==> src/rtl/piso_shifter.sv <==
// piso_shifter: parallel-in, serial-out shift register.
//
// Accepts a WIDTH-bit word through a valid/ready handshake and emits it one
// bit per enabled clock on serial_out. Framing strobes mark the first and
// last bit of each frame. A new word can be accepted on the edge that
// consumes the last bit of the current frame, so back-to-back frames leave
// no idle gap.
//
// Parameters
//   WIDTH      word length in bits (2..32)
//   MSB_FIRST  1 = bit WIDTH-1 leaves first, 0 = bit 0 leaves first
//
// Ports
//   clock         rising-edge clock
//   clear         asynchronous, active-high reset
//   load_valid    data_in holds a word to transmit
//   load_ready    block accepts a word this cycle (combinational)
//   data_in       parallel word, sampled only on a load handshake
//   shift_en      sink consumes the current serial bit; 0 stalls everything
//   serial_out    current serial bit (driven from register state only)
//   serial_valid  serial_out carries a frame bit
//   frame_start   first bit of a frame is presented
//   frame_last    last bit of a frame is presented
module piso_shifter #(
    parameter int WIDTH     = 4,
    parameter int MSB_FIRST = 1
) (
    input  logic             clock,
    input  logic             clear,
    input  logic             load_valid,
    output logic             load_ready,
    input  logic [WIDTH-1:0] data_in,
    input  logic             shift_en,
    output logic             serial_out,
    output logic             serial_valid,
    output logic             frame_start,
    output logic             frame_last
);

    localparam int CNT_W = $clog2(WIDTH);
    localparam logic [CNT_W-1:0] LAST_IDX = CNT_W'(WIDTH - 1);

    typedef enum logic {
        IDLE  = 1'b0,
        SHIFT = 1'b1
    } state_t;

    state_t             state, state_nxt;
    logic [WIDTH-1:0]   shreg, shreg_nxt;
    logic [CNT_W-1:0]   cnt, cnt_nxt;
    logic [WIDTH-1:0]   shifted;
    logic               at_last;

    always_ff @(posedge clock or posedge clear) begin
        if (clear) begin
            state <= IDLE;
            shreg <= '0;
            cnt   <= '0;
        end else begin
            state <= state_nxt;
            shreg <= shreg_nxt;
            cnt   <= cnt_nxt;
        end
    end

    always_comb begin
        state_nxt  = state;
        shreg_nxt  = shreg;
        cnt_nxt    = cnt;
        load_ready = 1'b0;

        // Zero-filled shift toward whichever end feeds serial_out.
        if (MSB_FIRST != 0) begin
            shifted = {shreg[WIDTH-2:0], 1'b0};
        end else begin
            shifted = {1'b0, shreg[WIDTH-1:1]};
        end

        at_last = (cnt == LAST_IDX);

        case (state)
            IDLE: begin
                load_ready = 1'b1;
                if (load_valid) begin
                    shreg_nxt = data_in;
                    cnt_nxt   = '0;
                    state_nxt = SHIFT;
                end
            end
            SHIFT: begin
                // Ready only on the edge that retires the last bit, which
                // lets the next frame follow without a gap cycle.
                load_ready = at_last && shift_en;
                if (shift_en) begin
                    if (at_last) begin
                        cnt_nxt = '0;
                        if (load_valid) begin
                            shreg_nxt = data_in;
                        end else begin
                            shreg_nxt = shifted;
                            state_nxt = IDLE;
                        end
                    end else begin
                        shreg_nxt = shifted;
                        cnt_nxt   = cnt + CNT_W'(1);
                    end
                end
            end
            default: begin
                state_nxt = IDLE;
            end
        endcase
    end

    // Outputs are decoded from state and register contents only, so a stall
    // or an ignored load request never disturbs the bit on the line.
    always_comb begin
        serial_valid = (state == SHIFT);
        serial_out   = 1'b0;
        frame_start  = 1'b0;
        frame_last   = 1'b0;
        if (state == SHIFT) begin
            serial_out  = (MSB_FIRST != 0) ? shreg[WIDTH-1] : shreg[0];
            frame_start = (cnt == '0);
            frame_last  = at_last;
        end
    end

endmodule

==> config.mk <==
export PLATFORM = sky130hd
export DESIGN_NAME = piso_shifter
export DESIGN_NICKNAME = d
export VERILOG_FILES = /design/src/rtl/piso_shifter.sv
export SDC_FILE = /design/constraint.sdc
export NUM_CORES = 1
export LEC_CHECK = 0
export CAP_MARGIN = 20
export CORE_AREA = 2 2 39 41
export DETAILED_ROUTE_END_ITERATION = 7
export DIE_AREA = 0 0 41 43
export PLACE_DENSITY = 0.62
export SETUP_SLACK_MARGIN = 0.05
export SLEW_MARGIN = 20
export SYNTH_ARGS = -nofsm -noshare
export SYNTH_HDL_FRONTEND = slang
export SYNTH_SLANG_ARGS = --single-unit
==> constraint.sdc <==
create_clock -name clock -period 1.2 [get_ports clock]
set_input_delay 0.24 -clock clock [delete_from_list [all_inputs] [get_ports clock]]
set_output_delay 0.24 -clock clock [all_outputs]
set_load 0.05 [all_outputs]
==> impl_metrics.py <==
metrics = {
    "floorplanning": {
        "rows": 14,
        "die_w_um": 41,
        "io_pins": 13,
        "die_h_um": 43,
        "initial_core_util_pct": 28.6,
        "core_area_um2": 1380,
        "dieArea_um2": 1760,
    },
    "grt": {
        "first_global_vias": 346,
        "grtUsageTotal_pct": 12.8,
        "overflow": 0,
        "grt_pass1_wl_um": 1410,
        "grt_max_degree": 9,
        "antenna_found_initial": 0,
    },
    "yosys": {
        "synth_top_family_by_area": "simple AND/OR/NAND/NOR gates",
        "synth.distinct_cells": 15,
        "yosys.area_share.xor_xnor_pct": 0,
        "syn_nets": 48,
        "avgSynthCellArea_um2": 10.4,
        "synthCells": 38,
        "synthAdderAreaFrac_pct": 6.33,
        "yosysWarnings": 0,
        "yosys.area_share.simple_pct": 16.5,
        "synth_compound_area_share_pct": 13.3,
        "ys_ff_latch": 7,
        "synthMuxAreaShare_pct": 13.9,
        "syn_area_um2": 395,
        "ys_seq_area_share_pct": 44.3,
    },
    "flow_run": {
        "drv_cap": 0,
    },
    "clocking": {
        "cts_tree": "yes",
        "clock_path_buffers": 2,
        "htreeDepth": 1,
        "cts_made_buffers": 3,
        "clkLatencyLatePin_ps": 250,
        "clockRootBuffer": "clkbuf_4",
        "ctsHoldBuffers": 0,
        "clkSinkCount": 7,
        "clk_pin_slew_worst_paths_ps": 50,
    },
    "power_and_ir_drop": {
        "p_per_area_nw_per_um2": 2590,
        "peakVddDrop_mv": 1.07,
        "leakagePower_nw": 0.340,
    },
    "sta": {
        "setup_viol": 9,
        "clock_skew_ps": 2.73,
        "whs_ps": 222,
        "fin_tns_setup_ps": -1250,
        "finalHoldViolations": 0,
        "slew_viol_final": 0,
        "slew_headroom_pct": 81.1,
        "final_min_period_over_clock_period_pct": 117,
        "period_needed_ps": 1410,
        "worstMarginPinSlew_ps": 283,
        "rsz0062_at_grt": "yes",
        "setup_ws_ps": -208,
        "fmax_mhz": 710,
    },
    "routing": {
        "vias_per_cell": 4.59,
        "finalWirelength_um": 914,
        "dr.pass1.iters": 2,
        "wl_per_cell_um": 12.0,
        "vias": 349,
        "ant_nets": 0,
        "drc": 0,
        "drtIter0Drc": 2,
    },
    "final_layout": {
        "fin_nets": 71,
        "drive_above_1_share_pct": 48.3,
        "antenna_cells": 0,
        "synthToLayoutAreaGrowth_pct": 78.2,
    },
    "setup_path": {
        "end_kind": "output port",
        "cp_num_buf_inv": 1,
        "path_max_fanout": 3,
        "cp.required_ps": 960,
        "slowest_stage": "dfrtp_2",
        "path_class": "reg2out",
        "cp_cell_sequence": "ha_4 > and2_4 > buf_12",
        "crit_arrival_ps": 1170,
        "cp_top_family": "flip-flops",
        "start_kind": "flip-flop",
        "critPathMaxStageDelay_ps": 430,
    },
    "run_status": {
        "violations": "setup timing",
        "status": "finished, violations left",
    },
    "place": {
        "dpl.hpwl_um": 560,
        "port_buffers": 12,
        "place.gp.congestion": 0.715,
    },
    "hold_path": {
        "hold_class": "in2async",
    },
}
-- cell families (layout without fill, tap and decap cells) --
family,count (synthesis),after routing
AO/OA/AOI/OAI,7,7
adder cells (fa/ha/maj),2,2
buffers and inverters,4,26
flip-flops,7,7
multiplexers,5,5
AND/OR/NAND/NOR,13,13
-- sequential cells by signal, summed over array words and instances (netlist names) --
signal        flops
shreg             4
cnt               2
serial_valid      1
-- cells in the mapped netlist --
master	n	share of area, %
dfrtp_1	7	44
nor2_1	5	4.7
mux2i_1	4	10
a21oi_1	3	3.8
and2_2	3	5.7
inv_1	3	2.8
ha_1	2	6.3
nand2_1	2	1.9
nand3_1	2	2.5
o21ai_0	2	2.5
a21boi_4	1	4.7
a22o_1	1	2.2
buf_6	1	2.8
mux2_4	1	3.8
nand2b_1	1	1.6
-- timing repair --
item	4_1_cts	5_1_grt
pin swaps	5	5
gates resized for setup	11	5
endpoints found under the setup margin	9	11
buffers inserted	5	1
-- through the flow --
step,power [mW],cells,utilization (%),setup WS [ps],cell area [um^2]
4_1_cts,1.73,75,48.7,-211,674
3_5_place_dp,1.34,66,42.1,-209,583
3_3_place_gp,1.33,66,42.1,-191,583
5_1_grt,1.93,76,50.9,-243,704
2_1_floorplan,0.944,38,-,-75.5,397
6_report,1.82,76,50.9,-208,704
-- per-layer routing --
metal | GRT usage [%] | part of all wire (%) | vias to the layer above
met5 | 0 | 0 | -
met4 | 8.00 | 2.2 | 0
met3 | 6.28 | 4.7 | 3
met2 | 20.9 | 55 | 10
met1 | 11.8 | 38 | 163
li1 | - | - | 173
-- layout by cell type (no fill, tap or decap), drive strengths merged --
cell type / n
mux2: 1
nand2: 2
o21ai: 2
buf: 12
clkdlybuf4s50: 7
nand3: 2
nor2: 5
clkbuf: 4
nand2b: 1
a22o: 1
mux2i: 4
a21oi: 3
ha: 2
and2: 3
dfrtp: 7
inv: 3
a21boi: 1
-- path summary, 6_finish.rpt --
| kind | from | endpoint | slack (ps) | cells past startpoint |
|---|---|---|---|---|
| worst max-delay path | cnt[0]$_DFFE_PP0P_ | frame_last | -210 | 3 |
| worst min-delay path | clear | shreg[2]$_DFFE_PP0P_ | 220 | 2 |
| worst max register to register | cnt[0]$_DFFE_PP0P_ | shreg[3]$_DFFE_PP0P_ | -170 | 5 |
| worst min register to register | shreg[0]$_DFFE_PP0P_ | shreg[0]$_DFFE_PP0P_ | 520 | 1 |
| max in group asynchronous | clear | cnt[0]$_DFFE_PP0P_ | 740 | 2 |
| min in group clock | shreg[0]$_DFFE_PP0P_ | shreg[0]$_DFFE_PP0P_ | 520 | 1 |
-- layout make-up --
cell class / count / area, um^2
Timing Repair Buffer: 19 / 234
Sequential cell: 7 / 178
Tap cell: 16 / 20.0
Fill cell: 121 / 679
Multi-Input combinational cell: 27 / 235
Inverter: 3 / 11.3
Clock buffer: 4 / 26.3
-- where the power goes --
part / switching [mW] / internal, mW
sequential: 0.0848 / 0.330
clock: 0.0854 / 0.127
combinational: 0.559 / 0.638
total: 0.729 / 1.10
Power figures use the tool's default switching activity.
